==> config.mk <==
export PLATFORM = sky130hd
export DESIGN_NAME = shader_sint_arb
export DESIGN_NICKNAME = d
export VERILOG_FILES = /design/src/rtl/shader_sint_arb.sv
export SDC_FILE = /design/constraint.sdc
export NUM_CORES = 1
export LEC_CHECK = 0
export BUFFER_PORTS_ARGS = -buffer_cell sky130_fd_sc_hd__buf_2
export CAP_MARGIN = 25
export CORE_AREA = 2 2 253 255
export CTS_CLUSTER_SIZE = 28
export DETAILED_ROUTE_END_ITERATION = 7
export DIE_AREA = 0 0 255 257
export PLACE_DENSITY = 0.53
export SKIP_CTS_REPAIR_TIMING = 1
export SYNTH_ARGS = -nofsm -noshare
export SYNTH_HDL_FRONTEND = slang
export SYNTH_SLANG_ARGS = --single-unit
==> constraint.sdc <==
create_clock -name clk -period 30.5 [get_ports clk]
set_clock_uncertainty 0.05 [all_clocks]
set_input_delay 3.05 -clock clk [delete_from_list [all_inputs] [get_ports clk]]
set_output_delay 3.05 -clock clk [all_outputs]
set_load 0.01 [all_outputs]
==> src/rtl/shader_sint_arb.sv <==
// Purpose : round-robin merge of the reflect and shadow ray streams into one registered queue feeding sint.
// Latency : one cycle from accept to shader_to_sint_valid when the queue was empty; 1 ray/cycle sustained.
// Backpressure: source stalls depend only on the registered occupancy, so shader_to_sint_stall never reaches a source combinationally.
//
// Ports:
//   clk, rst                    clock; asynchronous active-low reset
//   reflect_valid/data/stall    reflect ray source (stall = offered but not taken)
//   shadow_valid/data/stall     shadow ray source
//   shader_to_sint_valid/data   queue head towards sint
//   shader_to_sint_stall        sint cannot take the head this cycle
//   reflect_issued/shadow_issued  wrapping per-class accept counters (debug)

package shader_sint_pkg;
  typedef struct packed {
    logic [7:0]   ray_id;
    logic [191:0] ray_vec;    // origin xyz + direction xyz, 32 bits each
    logic         is_shadow;
  } shader_to_sint_t;
endpackage

module shader_sint_arb
  import shader_sint_pkg::*;
#(
  parameter int DEPTH = 2,    // legal 2..8; 2 is the minimum for 1 ray/cycle
  parameter int CNTW  = 16
) (
  input  logic            clk,
  input  logic            rst,
  input  logic            reflect_valid,
  input  shader_to_sint_t reflect_data,
  output logic            reflect_stall,
  input  logic            shadow_valid,
  input  shader_to_sint_t shadow_data,
  output logic            shadow_stall,
  output logic            shader_to_sint_valid,
  output shader_to_sint_t shader_to_sint_data,
  input  logic            shader_to_sint_stall,
  output logic [CNTW-1:0] reflect_issued,
  output logic [CNTW-1:0] shadow_issued
);

  localparam int PW = $clog2(DEPTH);
  localparam int CW = $clog2(DEPTH + 1);

  typedef enum logic { SRC_REFLECT = 1'b0, SRC_SHADOW = 1'b1 } src_e;

  shader_to_sint_t mem [DEPTH];
  logic [PW-1:0]   head_ptr;
  logic [PW-1:0]   tail_ptr;
  logic [CW-1:0]   count;
  src_e            last_grant;

  logic            space;
  logic            grant_refl;
  logic            grant_shad;
  logic            accept;
  logic            deq;
  shader_to_sint_t wr_data;

  function automatic logic [PW-1:0] ptr_inc(input logic [PW-1:0] p);
    return (p == PW'(DEPTH - 1)) ? '0 : p + 1'b1;
  endfunction

  always_comb begin
    // Space comes only from the registered count: a same-cycle pop does not
    // free a slot, which keeps sint's stall off the source stall paths.
    space      = (count < CW'(DEPTH));
    grant_refl = reflect_valid && (!shadow_valid || (last_grant == SRC_SHADOW));
    grant_shad = shadow_valid  && (!reflect_valid || (last_grant == SRC_REFLECT));
    // Nothing is taken while reset is held, so both stalls show high then.
    accept     = (grant_refl || grant_shad) && space && rst;
    deq        = shader_to_sint_valid && !shader_to_sint_stall;

    // The port, not the incoming flag, decides the ray class.
    wr_data = grant_refl ? reflect_data : shadow_data;
    wr_data.is_shadow = grant_shad;

    reflect_stall = reflect_valid && !(accept && grant_refl);
    shadow_stall  = shadow_valid  && !(accept && grant_shad);
  end

  assign shader_to_sint_valid = (count != '0);
  assign shader_to_sint_data  = mem[head_ptr];

  always_ff @(posedge clk or negedge rst) begin
    if (!rst) begin
      head_ptr       <= '0;
      tail_ptr       <= '0;
      count          <= '0;
      last_grant     <= SRC_SHADOW;
      reflect_issued <= '0;
      shadow_issued  <= '0;
    end else begin
      if (accept) begin
        tail_ptr <= ptr_inc(tail_ptr);
        if (grant_refl) begin
          last_grant     <= SRC_REFLECT;
          reflect_issued <= reflect_issued + 1'b1;
        end else begin
          last_grant    <= SRC_SHADOW;
          shadow_issued <= shadow_issued + 1'b1;
        end
      end
      if (deq) begin
        head_ptr <= ptr_inc(head_ptr);
      end
      case ({accept, deq})
        2'b10:   count <= count + 1'b1;
        2'b01:   count <= count - 1'b1;
        default: count <= count;
      endcase
    end
  end

  // Payload storage carries no reset; contents are only observed while valid.
  always_ff @(posedge clk) begin
    if (accept) begin
      mem[tail_ptr] <= wr_data;
    end
  end

endmodule
==> results of run 1 <==
[synthesized netlist by cell type, drive strengths merged]
cell type / instances
xor2: 16
a31oi: 1
nor2b: 2
edfxtp: 402
clkbuf: 61
nand3: 13
xnor2: 19
or2: 1
o21ai: 1
ha: 3
a21oi: 1
inv: 7
nand4b: 1
mux2: 203
dfstp: 1
buf: 9
nor4: 4
or4: 1
and4: 2
a21bo: 1
or2b: 1
nand2: 613
and3b: 1
nand4: 7
nor3: 6
nand2b: 2
nor4b: 1
nor2: 10
dfrtp: 36
and2: 4
and3: 2
[report_power, final]
part | internal (W) | leakage [nW] | switching (W)
registers | 0.000789 | 4.17 | 0.0000345
logic | 0.000248 | 5.53 | 0.000348
clock network | 0.000336 | 0.745 | 0.000231
total | 0.00137 | 10.4 | 0.000613
[worst register-to-register path: cells and delay by family, from the launching register on]
family	cells	cell delay, ns
buf+inv	2	1.48
simple gates	2	1.33
compound gates	1	0.47
flops	1	0.45
[worst max path at each step]
| stage | to | slack (ns) |
|---|---|---|
| CTS | shadow_stall | 22.51 |
| finish | shadow_stall | 22.57 |
| floorplan | mem[0][0] | 17.69 |
| detailed placement | shadow_stall | 22.52 |
| global route | shadow_stall | 22.36 |
| global placement | shadow_stall | 22.57 |
[final cells by class]
class	count	area, um2
clock inverters	30	295
well taps	846	1060
multi-input cells	916	5330
diodes	2	5.00
repair buffers	655	3340
flip-flops and latches	439	13000
fillers	6118	38400
inverters	7	26.3
clock buffers	55	1250
[registers in the layout, indices dropped and copies added, names as in the netlist]
name            count
tail_ptr            1
head_ptr            1
shadow_issued      16
reflect_issued     16
mem               402
last_grant          1
count               2
[kinds of logic (layout without fill, tap and decap cells)]
group | after synthesis | after routing | share of synthesized area [%]
muxes | 203 | 203 | 12.3
AOI/OAI and AO/OA | 4 | 4 | 0.141
DFF | 439 | 439 | 69.9
adders and majority gates | 3 | 3 | 0.202
other | 0 | 2 | 0
buffers and inverters | 77 | 747 | 1.63
and+or+nand+nor | 671 | 671 | 14.2
xor gates and xnor gates | 35 | 35 | 1.65
[through the flow]
stage,hold WS (ns),instances,utilization (%)
finish,0.416,2950,38.7
global route,0.444,2949,38.7
CTS,0.423,2947,38.7
detailed placement,0.413,2862,36.2
global placement,0.403,2862,36.2
floorplan,0.418,1432,-
[layer usage]
metal | wire length, um | up-vias | global-route usage [%]
met5 | 12 | - | 0
met4 | 1440 | 2 | 4.97
met3 | 3870 | 81 | 4.23
met2 | 24500 | 471 | 25.1
met1 | 19000 | 6133 | 15.6
li1 | - | 6230 | -
[placed cells by master, fill, tap and decap left out, types with 3 or more instances in the layout]
cell type	n
nor2_1	8
nand3_1	13
nor4_1	3
buf_4	14
clkinvlp_4	5
nor3_1	6
mux2_2	203
xnor2_1	19
clkinv_2	8
clkbuf_1	6
xor2_1	16
ha_1	3
edfxtp_1	402
dfrtp_1	35
clkbuf_16	49
buf_2	640
nand4_1	7
bufinv_16	5
clkinv_1	8
nand2_1	612
inv_1	7
==> results.py, run 1 <==
metrics = {
    "sta": {
        "max_freq_mhz": 126,
        "setup_viol": 0,
        "fin_setup_tns_ns": 0,
        "rsz0062_at_grt": "false",
        "fin_crit_ns": 7.93,
        "finalMaxSlewViolations": 0,
        "relSlewSlack_pct": 32.6,
        "worst_pin_slew_ns": 1.01,
        "hold_viol": 0,
        "fin_ws_ns": 22.57,
        "finalCritPeriodShare_pct": 26.0,
    },
    "worst_setup_path": {
        "path_depth": 5,
        "critPathLaunch": "rst",
        "cp-start-kind": "input pin",
        "r2r-start": "count[1]",
        "end_kind": "output pin",
        "path_max_fanout": 41,
        "worstPathCellList": "buf_2 -> nor2b_1 -> nand2_1 -> and2_2 -> buf_2",
        "r2r_slack_ns": 26.24,
        "cp_common_cell": "buf_2",
        "slowest_stage": "buf_2",
        "critical_path_class": "in2out",
        "crit_buf_inv": 2,
        "required_ns": 27.40,
        "r2r_cells": 5,
        "reg2reg_to": "mem[0][64]",
        "crit_family": "simple AND/OR/NAND/NOR gates",
        "cpPeakStageDelay_ns": 0.66,
        "arrival_ns": 4.83,
    },
    "cts": {
        "cts_root_buf": "clkbuf_16",
        "path_clk_slew_ns": 0.06,
        "cts_tree": "built",
        "cts_sinks": 439,
        "ctsLongestPathBuffers": 3,
        "cts_buffers": 48,
        "clk-insertion-delay-late_ns": 0.56,
        "htreeDepth": 2,
    },
    "global_route": {
        "grt_max_degree": 105,
        "grt_pass1_wl_mm": 70.5,
        "grt_antenna_before_repair": 3,
        "grt_pass1_vias": 12800,
        "track_usage_pct": 14.0,
        "grt_overflow": 0,
    },
    "floorplan": {
        "die_y_um": 257,
        "die_w_um": 255,
        "num_rows": 92,
        "io_pins": 643,
        "initial_core_util_pct": 29.7,
        "design.core.area_um2": 62700,
        "dieArea_um2": 65500,
    },
    "run_status": {
        "status": "completed",
    },
    "power": {
        "total_power_w": 0.00199,
        "ir_worst_vdd_mv": 0.0430,
        "powerDensity_nw_per_um2": 81.8,
        "p_leak_nw": 10.4,
    },
    "placed_design": {
        "placed_area_um2": 22700,
        "io_buffers": 640,
        "pre_cts_ws_ns": 22.52,
        "gp_congestion": 0.888,
        "place_hpwl_mm": 35.2,
    },
    "detailed_routing": {
        "wire_per_inst_um": 16.5,
        "via_count": 12900,
        "drtIter0Drc": 585,
        "avgViaCountPerCell": 4.38,
        "drc": 0,
        "drtPass1Iterations": 5,
        "routed_wl_mm": 48.8,
        "final_antenna_net_count": 0,
    },
    "synthesis": {
        "synth_top_area_share_pct": 64.9,
        "syn-cell-area_um2": 18600,
        "avgSynthCellArea_um2": 13.0,
        "ys_top_cells_by_area": "edfxtp_1 (65%), nand2_1 (12%), mux2_2 (12%)",
        "yosys.area.top_type": "edfxtp_1",
        "ys_types": 35,
        "yosysWarnings": 0,
        "yosysSeqAreaShare_pct": 69.9,
        "syn-num-nets": 1842,
        "synth_cells": 1432,
        "ys_ff_latch": 439,
    },
    "hold_path": {
        "worstHoldEndpoint": "shadow_issued[15]",
        "worstHoldStart": "shadow_issued[15]",
        "min_path_cells": 1,
        "hold_path.class": "reg2reg",
    },
    "job": {
        "drv_cap": 0,
    },
    "final_layout": {
        "area_growth_pct": 30.6,
        "design_area_um2": 24300,
        "layout-drive-gt1-share_pct": 44.7,
        "fin_nets": 2477,
    },
}
Note: power is estimated with default switching activity, not from simulation.
==> run 2: changes to the inputs <==
--- a/config.mk
+++ b/config.mk
@@ -7,11 +7,11 @@
 export LEC_CHECK = 0
 export BUFFER_PORTS_ARGS = -buffer_cell sky130_fd_sc_hd__buf_2
 export CAP_MARGIN = 25
-export CORE_AREA = 2 2 253 255
+export CORE_AREA = 2 2 248 250
 export CTS_CLUSTER_SIZE = 28
 export DETAILED_ROUTE_END_ITERATION = 7
-export DIE_AREA = 0 0 255 257
-export PLACE_DENSITY = 0.53
+export DIE_AREA = 0 0 250 252
+export PLACE_DENSITY = 0.55
 export SKIP_CTS_REPAIR_TIMING = 1
 export SYNTH_ARGS = -nofsm -noshare
 export SYNTH_HDL_FRONTEND = slang
==> constraint.sdc (replaced) <==
create_clock -name clk -period 7.87 [get_ports clk]
set_clock_uncertainty 0.05 [all_clocks]
set_input_delay 0.787 -clock clk [delete_from_list [all_inputs] [get_ports clk]]
set_output_delay 0.787 -clock clk [all_outputs]
set_load 0.01 [all_outputs]
==> results.py, run 2 (synthesis gave the netlist of run 1 again) <==
metrics = {
    "final_layout": {
        "top_regs": "mem (402), reflect_issued (16), shadow_issued (16)",
        "layout_commonest_cell": "buf_2",
        "largest_reg_flops": 402,
        "area_growth_pct": 30.0,
        "layout-drive-gt1-share_pct": 44.2,
        "fin_nets": 2475,
        "max_flop_register": "mem",
        "final_cells": 2883,
        "final_cell_mix": "buf_2 (640), nand2_1 (612), edfxtp_1 (402)",
    },
    "power": {
        "p_leak_nw": 10.4,
        "powerDensity_nw_per_um2": 316,
        "ir_worst_vdd_mv": 0.159,
    },
    "cts": {
        "clk-insertion-delay-late_ns": 0.56,
        "path_clk_slew_ns": 0.06,
        "htreeDepth": 2,
        "cts_tree": "built",
        "ctsLongestPathBuffers": 3,
        "cts_root_buf": "clkbuf_16",
        "cts_sinks": 439,
        "cts_buffers": 47,
    },
    "placed_design": {
        "place_hpwl_mm": 34.2,
        "dp.cells": 2797,
        "gp_congestion": 0.869,
        "io_buffers": 640,
        "pre_cts_ws_ns": 3.32,
    },
    "worst_setup_path": {
        "cpPeakStageDelay_ns": 0.74,
        "cp_common_cell": "buf_4",
        "reg2reg_to": "mem[1][68]",
        "r2r_cells": 5,
        "end_kind": "output pin",
        "worstPathCellList": "buf_4 -> buf_4 -> mux2_2 -> buf_2",
        "path_depth": 4,
        "crit_buf_inv": 3,
        "critical_path_class": "reg2out",
        "arrival_ns": 3.27,
        "cp-start-kind": "flop",
        "r2r-start": "count[1]",
        "required_ns": 7.03,
        "crit_family": "buffers and inverters",
        "r2r_slack_ns": 4.48,
        "critPathLaunch": "head_ptr",
        "path_max_fanout": 56,
        "slowest_stage": "dfrtp_4",
        "crit_end": "shader_to_sint_data[80]",
    },
    "detailed_routing": {
        "drtIter0Drc": 625,
        "final_antenna_net_count": 0,
        "routed_wl_mm": 47.8,
        "drc": 0,
        "avgViaCountPerCell": 4.49,
        "drtPass1Iterations": 5,
        "wire_per_inst_um": 16.6,
        "via_count": 13000,
    },
    "job": {
        "drv_cap": 0,
    },
    "sta": {
        "hold-worst-slack_ns": 0.309,
        "finalCritPeriodShare_pct": 52.2,
        "fin_crit_ns": 4.11,
        "hold_viol": 0,
        "relSlewSlack_pct": 32.9,
        "fin_ws_ns": 3.76,
        "setup_viol": 0,
        "worst_pin_slew_ns": 0.997,
        "rsz0062_at_grt": "false",
        "max_freq_mhz": 243,
        "finalMaxSlewViolations": 0,
    },
    "global_route": {
        "globalRouteMet2Util_pct": 25.8,
        "grt_pass1_wl_mm": 70.6,
        "grt_busiest_layer": "met2",
        "grt_pass1_vias": 12700,
        "grt_overflow": 0,
        "grtUsageMet3_pct": 4.30,
        "grt_max_degree": 105,
        "met1_usage_pct": 16.7,
        "grt_antenna_before_repair": 3,
        "track_usage_pct": 14.4,
    },
    "floorplan": {
        "die_y_um": 252,
        "io_pins": 643,
        "dieArea_um2": 63000,
        "num_rows": 90,
        "design.core.area_um2": 60100,
        "die_w_um": 250,
        "initial_core_util_pct": 30.9,
    },
    "hold_path": {
        "hold_path.class": "in2async",
    },
    "run_status": {
        "status": "completed",
    },
}
run 2: cell types whose count changed in the layout (fill, tap and decap cells not counted):
cell	change
clkbuf_1	+9
clkinvlp_4	-5
buf_4	-3
clkinv_2	-3
buf_12	+2
bufinv_16	-2
clkbuf_8	+2
inv_6	-2
clkbuf_16	+1
clkinv_1	-1
clkinv_4	+1
diode_2	-1
inv_8	-1
run 2: layout make-up:
type / count / area [um2]
Clock buffer: 67 / 1340
Fill cell: 5743 / 35900
Clock inverter: 17 / 159
Multi-Input combinational cell: 916 / 5330
Inverter: 7 / 26.3
Sequential cell: 439 / 13000
Timing Repair Buffer: 654 / 3350
Tap cell: 782 / 978
Antenna cell: 1 / 2.50
run 2: through the flow:
step	utilization, %	TNS, ns	instance area, um2	total power [W]
after floorplan	-	-1075.57	18600	0.00472
after global placement	37.7	0	22700	0.00556
after detailed placement	37.7	0	22700	0.00559
after CTS	40.2	0	24200	0.00776
after global routing	40.2	0	24200	0.00804
final	40.2	0	24200	0.00764
run 2: where the power goes:
group	switching, W	leakage [nW]	internal, W
Clock	0.000867	0.729	0.00127
Sequential	0.000138	4.17	0.00306
Combinational	0.00134	5.53	0.000966
run 2: how the worst min path moves through the flow:
stage / cells after the start / start / slack, ns / end
after floorplan: 1 / tail_ptr / 0.42 / tail_ptr
after global placement: 1 / reflect_issued[15] / 0.40 / reflect_issued[15]
after detailed placement: 1 / reflect_issued[15] / 0.40 / reflect_issued[15]
after CTS: 1 / rst / 0.29 / shadow_issued[10]
after global routing: 1 / rst / 0.34 / shadow_issued[10]
final: 1 / rst / 0.31 / shadow_issued[8]
run 2: routing by layer:
metal | up-vias | share of wire, %
met3 | 62 | 7.6
li1 | 6220 | -
met4 | 2 | 1.9
met5 | - | 0.027
met1 | 6206 | 40
met2 | 465 | 51
run 2: worst reg2reg max path, cell delays in order (launching register included):
cell	delay, ns
dfrtp_1	0.45
nor2b_1	0.41
o21ai_0	0.48
nor2_4	0.26
buf_4	0.55
buf_4	0.74
==> run 3: changes to the inputs <==
==> constraint.sdc (replaced) <==
create_clock -name clk -period 3.8 [get_ports clk]
set_clock_uncertainty 0.05 [all_clocks]
set_input_delay 0.38 -clock clk [delete_from_list [all_inputs] [get_ports clk]]
set_output_delay 0.38 -clock clk [all_outputs]
set_load 0.01 [all_outputs]
==> results.py, run 3 (synthesis gave the netlist of run 1 again) <==
metrics = {
    "final_layout": {
        "top_regs": "mem (402), reflect_issued (16), shadow_issued (16)",
        "area_growth_pct": 31.5,
        "design_area_um2": 24500,
        "final_cells": 2902,
        "largest_reg_flops": 402,
        "layout_commonest_cell": "buf_2",
        "max_flop_register": "mem",
        "seqCellArea_um2": 13000,
        "antennaDiodeCount": 0,
        "final_cell_mix": "buf_2 (640), nand2_1 (612), edfxtp_1 (402)",
        "fillers": 5762,
        "multi_input_area_um2": 5340,
        "post-route-util_pct": 40.7,
        "layout-drive-gt1-share_pct": 44.9,
        "fin_nets": 2493,
    },
    "floorplan": {
        "die_y_um": 252,
        "io_pins": 643,
        "die_w_um": 250,
        "num_rows": 90,
        "initial_core_util_pct": 30.9,
        "design.core.area_um2": 60100,
        "dieArea_um2": 63000,
    },
    "cts": {
        "ctsLongestPathBuffers": 3,
        "cts_tree": "built",
        "cts_sinks": 439,
        "cts_buffers": 47,
        "path_clk_slew_ns": 0.06,
        "htreeDepth": 2,
        "cts_root_buf": "clkbuf_16",
        "clk-insertion-delay-late_ns": 0.57,
    },
    "global_route": {
        "grt_pass1_vias": 13000,
        "track_usage_pct": 14.7,
        "grt_overflow": 0,
        "grt_pass1_wl_mm": 71.9,
        "grt_antenna_before_repair": 4,
        "grt_max_degree": 104,
    },
    "power": {
        "ir_worst_vdd_mv": 0.373,
        "p_int_w": 0.0111,
        "p_leak_nw": 10.6,
        "pwr-share-seq_pct": 41.4,
        "switching_power_w": 0.00494,
        "pwr-share-clk_pct": 28.0,
        "swShare_pct": 30.8,
        "powerDensity_nw_per_um2": 656,
        "combPwrFrac_pct": 30.6,
    },
    "sta": {
        "fin_setup_tns_ns": 0,
        "finalMaxSlewViolations": 0,
        "hold_viol": 0,
        "rsz0062_at_grt": "false",
        "hold-worst-slack_ns": 0.0436,
        "finalCritPeriodShare_pct": 75.2,
        "worst_pin_slew_ns": 0.792,
        "fin_crit_ns": 2.86,
        "setup_viol": 0,
        "relSlewSlack_pct": 46.5,
        "max_freq_mhz": 350,
    },
    "hold_path": {
        "hold_path.class": "in2reg",
        "worstHoldEndpoint": "mem[1][156]",
        "worstHoldStart": "shadow_data[156]",
        "min_path_cells": 3,
    },
    "placed_design": {
        "placed_area_um2": 22900,
        "io_buffers": 640,
        "dp.cells": 2815,
        "gp_congestion": 0.836,
        "place_hpwl_mm": 35.4,
    },
    "run_status": {
        "status": "completed",
    },
    "worst_setup_path": {
        "arrival_ns": 2.43,
        "path_max_fanout": 56,
        "required_ns": 3.37,
        "cp-start-kind": "flop",
        "r2r_slack_ns": 1.56,
        "critical_path_class": "reg2out",
        "reg2reg_to": "mem[0][110]",
        "end_kind": "output pin",
        "r2r-start": "count[1]",
        "r2r_cells": 5,
    },
    "job": {
        "drv_cap": 0,
    },
    "detailed_routing": {
        "wire_per_inst_um": 16.7,
        "avgViaCountPerCell": 4.45,
        "top_layer": "met5",
        "wl_met2_mm": 24.5,
        "drtIter0Drc": 638,
        "final_antenna_net_count": 0,
        "dr_wl_met3_mm": 3.68,
        "routed_wl_mm": 48.4,
        "via_count": 12900,
        "drtPass1Iterations": 4,
        "drt-met1-wl_mm": 18.8,
        "drc": 0,
    },
}
[run 3: changes by cell type in the layout (fill, tap and decap cells not counted), sizes merged]
cell / before / now
buf: 654 / 671
clkinvlp: 0 / 2
dlygate4sd3: 0 / 1
diode: 1 / 0
clkbuf: 67 / 56
inv: 7 / 9
bufinv: 3 / 5
clkinv: 14 / 21
[run 3: worst max-delay path, cell delays in order, from the launching register on]
cell	delay, ns
dfrtp_4	0.85
buf_12	0.37
mux2_2	0.41
buf_2	0.15
[run 3: layer usage]
metal	vias to the layer above	global-route usage, %
met2	454	26.3
met4	6	4.82
met3	79	4.46
met5	-	0
li1	6261	-
met1	6100	16.8
[run 3: cell type report]
cell class / count / area share [%]
sequential: 439 / 53.2
inverter: 7 / 0.107
clock buffer: 56 / 5.03
multi-input combinational: 916 / 21.8
timing repair buffer: 672 / 14.7
clock inverter: 30 / 1.18
tap: 782 / 4.00
[run 3: per-stage QoR]
stage | power, W | setup WS (ns)
2_1_floorplan | 0.00961 | -0.435
3_3_place_gp | 0.0117 | 1.44
3_5_place_dp | 0.0118 | 1.44
4_1_cts | 0.0163 | 0.815
5_1_grt | 0.0169 | 0.776
6_report | 0.0160 | 0.942
[run 3: worst max path at each step]
stage | from | end | slack [ns] | cells after the start
finish | head_ptr | shader_to_sint_data[11] | 0.94 | 3
global route | head_ptr | shader_to_sint_data[179] | 0.78 | 3
CTS | head_ptr | shader_to_sint_data[11] | 0.81 | 3
detailed placement | rst | shadow_issued[12] | 1.44 | 6
global placement | rst | shadow_issued[10] | 1.44 | 6
floorplan | count[1] | mem[0][0] | -0.43 | 4
[run 3: power groups by stage]
stage                     sequential, W  combinational (W)  clock (W)
after floorplan                 0.00667            0.00294          0
after global placement          0.00672            0.00496          0
after detailed placement        0.00675            0.00501          0
after CTS                       0.00666            0.00503    0.00465
after global routing            0.00673            0.00535    0.00483
final                           0.00664            0.00491    0.00449
